==> src/rtl/tt_sweep_pkg.sv <==
// Shared types and sizes for the 4-input truth-table sweep/capture block.
package tt_sweep_pkg;

  localparam int VEC_BITS  = 4;
  localparam int VEC_COUNT = 16;

  typedef enum logic [1:0] {
    IDLE   = 2'd0,
    SETTLE = 2'd1,
    SAMPLE = 2'd2,
    DONE   = 2'd3
  } state_t;

endpackage

==> src/rtl/tt_settle_timer.sv <==
// Settle-window counter: restarts on load, counts while run is high and
// produces a one-cycle expire pulse in the last of SETTLE_CYCLES run cycles.
module tt_settle_timer #(
  parameter int SETTLE_CYCLES = 2
) (
  input  logic i_clk,
  input  logic i_rst,
  input  logic i_load,
  input  logic i_run,
  output logic o_expire
);

  logic [7:0] count;

  assign o_expire = i_run && (count == 8'(SETTLE_CYCLES - 1));

  always_ff @(posedge i_clk or posedge i_rst) begin
    if (i_rst) begin
      count <= '0;
    end else if (i_load || o_expire) begin
      count <= '0;
    end else if (i_run) begin
      count <= count + 8'd1;
    end
  end

endmodule

==> src/rtl/tt_sweep_capture.sv <==
// Sweeps all 16 vectors of a 4-input unit, captures the response truth table
// and compares it with a table latched at start. Optional first-failure
// reporting is enabled by defining TT_SWEEP_FIRST_FAIL_EN.
module tt_sweep_capture
  import tt_sweep_pkg::*;
#(
  parameter int SETTLE_CYCLES = 2
) (
  input  logic                 i_clk,
  input  logic                 i_rst,
  input  logic                 i_start,
  input  logic [VEC_COUNT-1:0] i_expected,
  input  logic                 i_y,
  output logic                 o_a,
  output logic                 o_b,
  output logic                 o_c,
  output logic                 o_d,
  output logic [VEC_COUNT-1:0] o_table,
  output logic                 o_busy,
  output logic                 o_done,
  output logic                 o_pass,
`ifdef TT_SWEEP_FIRST_FAIL_EN
  output logic                 o_fail_valid,
  output logic [VEC_BITS-1:0]  o_first_fail,
`endif
  output logic [1:0]           o_state
);

  localparam logic [VEC_BITS-1:0] LAST_VEC = VEC_BITS'(VEC_COUNT - 1);

  state_t               state, state_next;
  logic [VEC_BITS-1:0]  vector;
  logic [VEC_COUNT-1:0] expected_q;
  logic [VEC_COUNT-1:0] table_next;
  logic                 start_ok;
  logic                 timer_load;
  logic                 expire;

  assign {o_a, o_b, o_c, o_d} = vector;
  assign o_state = state;

  tt_settle_timer #(.SETTLE_CYCLES(SETTLE_CYCLES)) u_timer (
    .i_clk    (i_clk),
    .i_rst    (i_rst),
    .i_load   (timer_load),
    .i_run    (state == SETTLE),
    .o_expire (expire)
  );

  always_ff @(posedge i_clk or posedge i_rst) begin
    if (i_rst) state <= IDLE;
    else       state <= state_next;
  end

  always_comb begin
    state_next = state;
    start_ok   = 1'b0;
    case (state)
      IDLE, DONE: if (i_start) begin
        start_ok   = 1'b1;
        state_next = SETTLE;
      end
      SETTLE: if (expire) state_next = SAMPLE;
      SAMPLE: state_next = (vector == LAST_VEC) ? DONE : SETTLE;
      default: state_next = IDLE;
    endcase
    timer_load = start_ok || (state == SAMPLE && vector != LAST_VEC);
    // The pass compare must see the bit being written this cycle.
    table_next         = o_table;
    table_next[vector] = i_y;
  end

  always_ff @(posedge i_clk or posedge i_rst) begin
    if (i_rst) begin
      vector     <= '0;
      o_table    <= '0;
      expected_q <= '0;
      o_busy     <= 1'b0;
      o_done     <= 1'b0;
      o_pass     <= 1'b0;
    end else if (start_ok) begin
      vector     <= '0;
      o_table    <= '0;
      expected_q <= i_expected;
      o_busy     <= 1'b1;
      o_done     <= 1'b0;
      o_pass     <= 1'b0;
    end else if (state == SAMPLE) begin
      o_table <= table_next;
      if (vector == LAST_VEC) begin
        o_busy <= 1'b0;
        o_done <= 1'b1;
        o_pass <= (table_next == expected_q);
      end else begin
        vector <= vector + 1'b1;
      end
    end
  end

`ifdef TT_SWEEP_FIRST_FAIL_EN
  always_ff @(posedge i_clk or posedge i_rst) begin
    if (i_rst) begin
      o_fail_valid <= 1'b0;
      o_first_fail <= '0;
    end else if (start_ok) begin
      o_fail_valid <= 1'b0;
      o_first_fail <= '0;
    end else if (state == SAMPLE && !o_fail_valid && (i_y != expected_q[vector])) begin
      o_fail_valid <= 1'b1;
      o_first_fail <= vector;
    end
  end
`endif

endmodule

==> config.mk <==
export PLATFORM = sky130hd
export DESIGN_NAME = tt_sweep_capture
export DESIGN_NICKNAME = d
export VERILOG_FILES = /design/src/rtl/tt_sweep_pkg.sv /design/src/rtl/tt_settle_timer.sv /design/src/rtl/tt_sweep_capture.sv
export SDC_FILE = /design/constraint.sdc
export NUM_CORES = 1
export LEC_CHECK = 0
export CORE_AREA = 2 2 76 93
export DETAILED_ROUTE_END_ITERATION = 16
export DIE_AREA = 0 0 78 95
export PLACE_DENSITY = 0.66
export SKIP_CTS_REPAIR_TIMING = 1
export SYNTH_ARGS = -nofsm -noshare
export SYNTH_HDL_FRONTEND = slang
export SYNTH_SLANG_ARGS = --single-unit
==> constraint.sdc <==
create_clock -name i_clk -period 2.57 [get_ports i_clk]
set_input_delay 0.3855 -clock i_clk [delete_from_list [all_inputs] [get_ports i_clk]]
set_output_delay 0.3855 -clock i_clk [all_outputs]
set_load 0.01 [all_outputs]
==> results of run 1 <==
per-layer routing:
layer	share of wire [%]	vias to the layer above
met3	4.6	9
met1	45	1104
met5	0	-
met2	50	61
li1	-	1130
met4	1.1	0
worst paths after layout:
| path | from | slack, ns | endpoint |
|---|---|---|---|
| max in group asynchronous | i_rst | 1.60 | o_table[10] |
| min in group asynchronous | i_rst | 0.57 | u_timer.count[4] |
| max reg2reg | vector[1] | 0.30 | o_pass |
| min | o_busy | 0.49 | o_busy |
| max | vector[1] | 0.30 | o_pass |
| min reg2reg | o_busy | 0.49 | o_busy |
power by group through the flow:
stage               Sequential [W]  Combinational, W  Clock (W)
finish                     0.00113           0.00111   0.000455
global route               0.00115           0.00125   0.000503
CTS                        0.00113           0.00113   0.000471
detailed placement         0.00115           0.00112          0
global placement           0.00114           0.00110          0
floorplan                  0.00110          0.000788          0
synth_stat cells (all sizes together) (2+ instances only):
library cell  count  area share [%]
a21boi            2            0.67
a21oi             8             1.4
and2              3            0.67
and3              2            0.45
buf               9             2.3
clkbuf           12             1.6
dfrtp            49              44
ha                9             4.0
inv              12             1.6
mux2              2            0.80
mux2i            24             8.6
nand2            64             8.8
nand3            24             4.3
nand3b            3            0.80
nand4             6             1.3
nand4b            2            0.63
nor2             28             3.7
nor3              5            0.89
nor3b             3            0.80
nor4              3            0.67
o2111ai           2            0.63
o21ai             7             1.2
o22ai             2            0.45
xnor2             8             2.5
xor2              9             2.8
worst register-to-register path, delay by kind of cell (launching register included):
family / cells / cell delay (ns)
AOI/OAI and AO/OA: 4 / 0.68
and+or+nand+nor: 1 / 0.48
adders and majority gates: 1 / 0.47
DFF: 1 / 0.44
buffers and inverters: 1 / 0.11
sequential cells by signal, summed over array words and instances, names as in the netlist:
signal,cells
o_state,2
u_timer.count,8
o_done,1
o_table,16
o_busy,1
vector,4
o_pass,1
expected_q,16
layout make-up:
| type | count | share of cell area, % |
|---|---|---|
| sequential | 49 | 36.11 |
| tap | 87 | 3.206 |
| multi-input combinational | 231 | 41.86 |
| timing repair buffer | 53 | 14.96 |
| clock buffer | 7 | 2.542 |
| inverter | 12 | 1.326 |
through the flow:
stage | instances | area, µm² | util (%)
2_1_floorplan | 313 | 2803 | -
3_3_place_gp | 432 | 3309 | 50.09
3_5_place_dp | 432 | 3309 | 50.09
4_1_cts | 439 | 3396 | 51.40
5_1_grt | 439 | 3396 | 51.40
6_report | 439 | 3396 | 51.40
cells by family after synthesis:
group	after synthesis	synth area share (%)
flops	49	43.75
mux	26	9.375
simple gates	149	24.91
buf+inv	33	5.535
xor+xnor	17	5.313
compound gates	30	7.099
fa+ha+maj	9	4.018
==> reports/qor.txt, run 1 <==
total routed wirelength - 6525 µm
Post-Route Setup TNS - 0 ns
Int Pwr - 0.001608 W
critical path required time - 2.80 ns
Max Root-Sink Buffers - 2
fin crit share - 88.43%
Worst Path Max Fanout - 12
Net count, final - 381
Rel. slew slack - 59.33%
Syn Std Cell Area - 2803 µm²
die area - 7410 µm²
min Tclk post-route - 2.273 ns
sequential power share - 42.0%
share of cells above drive strength 1 - 6.534%
Cells after Synth - 313
Fillers - 626
critical path depth in cells - 7
Crit path largest cell delay - 0.48 ns
reg2reg path depth - 7
transition time at the pin with the least slew margin - 0.6100 ns
Setup crit start kind - flop
Buf/Inv on CP - 1
setup slack after layout - 0.2974 ns
post-detail-place hpwl - 4695 µm
Detailed Routing Iterations Pass 1 - 4
pin count of the biggest net entering global routing - 50
leakage - 1.622 nW
worst hold path stage count - 2
Clock transition at path regs - 0.08 ns
Total Power - 0.002700 W
global-route wire length before repair - 10580 µm
Final Hold Viols - 0
Synth Warn # - 0
Switching Fraction - 40.44%
gr ovfl total - 0
initial antenna violation count - 0
sequential share of the synthesized area - 43.75%
crit end category - flop
Chip Width - 78 µm
syn avg cell area - 8.954 µm²
Net Sw Power - 0.001092 W
worst skew pair latency - 0.29 ns
CP Class - reg2reg
root buf cell - clkbuf_8
fmax - 440.0 MHz
Iteration-0 DRC Markers - 126
cell chain of the critical path - inv_1 -> ha_1 -> a21oi_1 -> a41oi_1 -> o211ai_1 -> or4_1 -> o21ai_1
Yosys cell types - 46
vias in the first global route - 2197
EDFF count, synth - 0
area of the multi-input gates - 1421 µm²
port buffer count - 44
commonest cells after routing, fill and taps aside - nand2_1 (63), dfrtp_1 (49), clkdlybuf4s50_1 (44)
Yosys reg bits - 49
ANT cells - 0
worst path arrival time - 2.50 ns
H-tree Lvls - 2
combinational fraction of design power - 41.1%
Core Rows - 33
GRT Util Overall - 18.14%
RSZ-0062 raised after global routing - false
Critical-path top delay cell - or4_1
Area growth syn-to-layout - 21.16%
total CTS buffers - 5
register area - 1226 µm²
asr flop ratio synth - 100.0%
Ports - 45
ys flop type - dfrtp_1
pre-CTS setup slack - 0.3261 ns
worst vdd ir - 653.6 µV
die height - 95 µm
GR peak layer - met2
hold slack - 0.4882 ns
CTS sink count - 49
Final Max Tran Viols - 0
wire per inst - 14.86 µm
initial core utilization - 42.42%
antenna viol nets, final - 0
M1 GR Usage - 23.38%
pwr dens - 795.1 nW/µm²
worst hold path type - reg2reg
Core Region - 6606 µm²
met3 Use GR - 3.346%
gpl congestion - 0.9077
M2 GR Usage - 31.32%
final setup fails - 0
DR vias - 2304
Vias/cell - 5.248
CTS tree - yes
Clock power frac - 16.9%
commonest non-fill, non-tap cell in the layout - nand2_1
CP delay by family, top - compound AO/OA/AOI/OAI gates
DRC Markers - 0
Max-cap violations - 0
status - finished, final reports clean
Final Skew - 0.002073 ns
Post-Synthesis Net Count - 342
No activity file was read; power rests on OpenSTA's default activity.
==> run 2, diff against run 1 <==
--- a/config.mk
+++ b/config.mk
@@ -8,6 +8,7 @@
 export CORE_AREA = 2 2 76 93
 export DETAILED_ROUTE_END_ITERATION = 16
 export DIE_AREA = 0 0 78 95
+export MAX_ROUTING_LAYER = met4
 export PLACE_DENSITY = 0.66
 export SKIP_CTS_REPAIR_TIMING = 1
 export SYNTH_ARGS = -nofsm -noshare
==> run 2 against run 1 <==
Register-to-register slack improved by 0.04 ns. Setup slack gained 0.039 ns. Total power is 0.22% lower. Die area stayed put. Non-clock buffer count unchanged. Critical path depth unchanged. First-iteration DRC count up 56%. Maximum frequency up 1.7%. Final area is the same. Count of clock-buffer cells in the layout stayed put. Sequential power barely moved.
==> reports/qor.txt, run 2 (same netlist as run 1, synthesis figures left out) <==
status - finished, final reports clean
vias in the first global route - 2213 (+0.73%)
Detailed Routing Iterations Pass 1 - 4 (unchanged)
port buffer count - 44 (unchanged)
CTS tree - yes
root buf cell - clkbuf_8
DR vias - 2305 (+0.043%)
ANT cells - 0 (unchanged)
Final Skew - 0.009454 ns (+0.007381 ns)
gr ovfl total - 0 (unchanged)
total CTS buffers - 5 (unchanged)
Switching Fraction - 40.29% (-0.15 points)
initial antenna violation count - 0 (unchanged)
worst skew pair latency - 0.30 ns (about the same)
Iteration-0 DRC Markers - 196 (+56%)
Util after Layout - 51.40% (unchanged)
RSZ-0062 raised after global routing - false
total routed wirelength - 6481 µm (-0.67%)
Net count, final - 381 (unchanged)
CP Class - reg2reg
H-tree Lvls - 2 (unchanged)
Ports - 45 (unchanged)
antenna viol nets, final - 0 (unchanged)
met3 routed WL - 218 µm (-28%)
Top Metal Used - met4
worst vdd ir - 602.2 µV (-7.9%)
setup slack after layout - 0.3364 ns (+0.03908 ns)
worst hold path type - reg2reg
post-detail-place hpwl - 4652 µm (-0.92%)
die height - 95 µm (unchanged)
Rel. slew slack - 58.41% (-0.92 points)
Chip Width - 78 µm (unchanged)
final setup fails - 0 (unchanged)
transition time at the pin with the least slew margin - 0.6239 ns (+0.01382 ns)
gpl congestion - 0.9224 (+1.6%)
DRC Markers - 0 (unchanged)
global-route wire length before repair - 10780 µm (+1.9%)
initial core utilization - 42.42% (unchanged)
Max Root-Sink Buffers - 2 (unchanged)
critical path required time - 2.80 ns (about the same)
Clock power frac - 16.9% (about the same)
Int Pwr - 0.001608 W (about the same)
share of cells above drive strength 1 - 6.534% (unchanged)
fmax - 447.7 MHz (+1.7%)
min Tclk post-route - 2.234 ns (-0.03908 ns)
Worst Path Max Fanout - 12 (unchanged)
Post-Route Setup TNS - 0 ns (unchanged)
leakage - 1.622 nW (unchanged)
Core Rows - 33 (unchanged)
Final Max Tran Viols - 0 (unchanged)
pwr dens - 793.3 nW/µm² (-0.22%)
design area - 3396 µm² (unchanged)
Total Power - 0.002694 W (-0.22%)
combinational fraction of design power - 41.1% (about the same)
CTS sink count - 49 (unchanged)
fin crit share - 86.91% (-1.5 points)
Routed met1 length - 2919 µm (+0.17%)
Core Region - 6606 µm² (unchanged)
placed cell area - 3309 µm² (unchanged)
Regs by FF count - expected_q x16, o_table x16, u_timer.count x8
Clock transition at path regs - 0.09 ns (about the same)
WL met2 - 3225 µm (-0.40%)
pre-CTS setup slack - 0.3547 ns (+0.02865 ns)
wire per inst - 14.76 µm (-0.67%)
commonest cells after routing, fill and taps aside - nand2_1 (63), dfrtp_1 (49), clkdlybuf4s50_1 (44)
Net Sw Power - 0.001085 W (-0.58%)
Max-cap violations - 0 (unchanged)
die area - 7410 µm² (unchanged)
Vias/cell - 5.251 (about the same)
Final Hold Viols - 0 (unchanged)
pin count of the biggest net entering global routing - 50 (unchanged)
commonest non-fill, non-tap cell in the layout - nand2_1
GRT Util Overall - 18.96% (+0.82 points)
sequential power share - 42.0% (about the same)
Area growth syn-to-layout - 21.16% (unchanged)
worst path arrival time - 2.46 ns (-0.04 ns)
Setup crit start kind - flop
crit end category - flop
run 2: cell counts in the layout (fill, tap and decap cells not counted):
No cell type changed its count.
run 2: worst paths after layout:
check / slack (ns) / cells after the start / end / start
setup / recovery: 0.34 / 7 / o_pass / vector[1]
hold / removal: 0.49 / 2 / o_busy / o_busy
setup reg to reg: 0.34 / 7 / o_pass / vector[1]
min in group asynchronous: 0.56 / 3 / vector[3] / i_rst
max in group asynchronous: 1.57 / 3 / vector[2] / i_rst
hold reg to reg: 0.49 / 2 / o_busy / o_busy
run 2: power by group through the flow:
stage / clock [W] / combinational (W) / sequential [W]
after global placement: 0 / 0.00110 / 0.00114
after CTS: 0.000469 / 0.00113 / 0.00113
final: 0.000454 / 0.00111 / 0.00113
after global routing: 0.000503 / 0.00126 / 0.00115
after detailed placement: 0 / 0.00112 / 0.00115
after floorplan: 0 / 0.000788 / 0.00110
run 2: final cells by class:
class,count,area (µm²)
Timing Repair Buffer,53,508.0
Inverter,12,45.04
Sequential cell,49,1226
Multi-Input combinational cell,231,1421
Fill cell,635,3211
Tap cell,87,108.9
Clock buffer,7,86.33
run 2: metrics by stage:
step,hold WS (ns),instances
2_1_floorplan,0.4545,313
3_3_place_gp,0.4641,432
3_5_place_dp,0.4709,432
4_1_cts,0.4925,439
5_1_grt,0.5257,439
6_report,0.4852,439
run 2: worst max-delay path, cell delays in order, from the launching register on:
cell      delay [ns]
dfrtp_1         0.45
inv_1           0.11
ha_1            0.47
a21oi_1         0.12
a41oi_1         0.27
o211ai_1        0.14
or4_1           0.47
o21ai_1         0.14
run 2: routing by layer:
| metal | track usage, % | vias to the layer above |
|---|---|---|
| li1 | - | 1135 |
| met1 | 24.08 | 1108 |
| met2 | 31.32 | 53 |
| met3 | 3.059 | 9 |
| met4 | 5.702 | 0 |
| met5 | - | - |
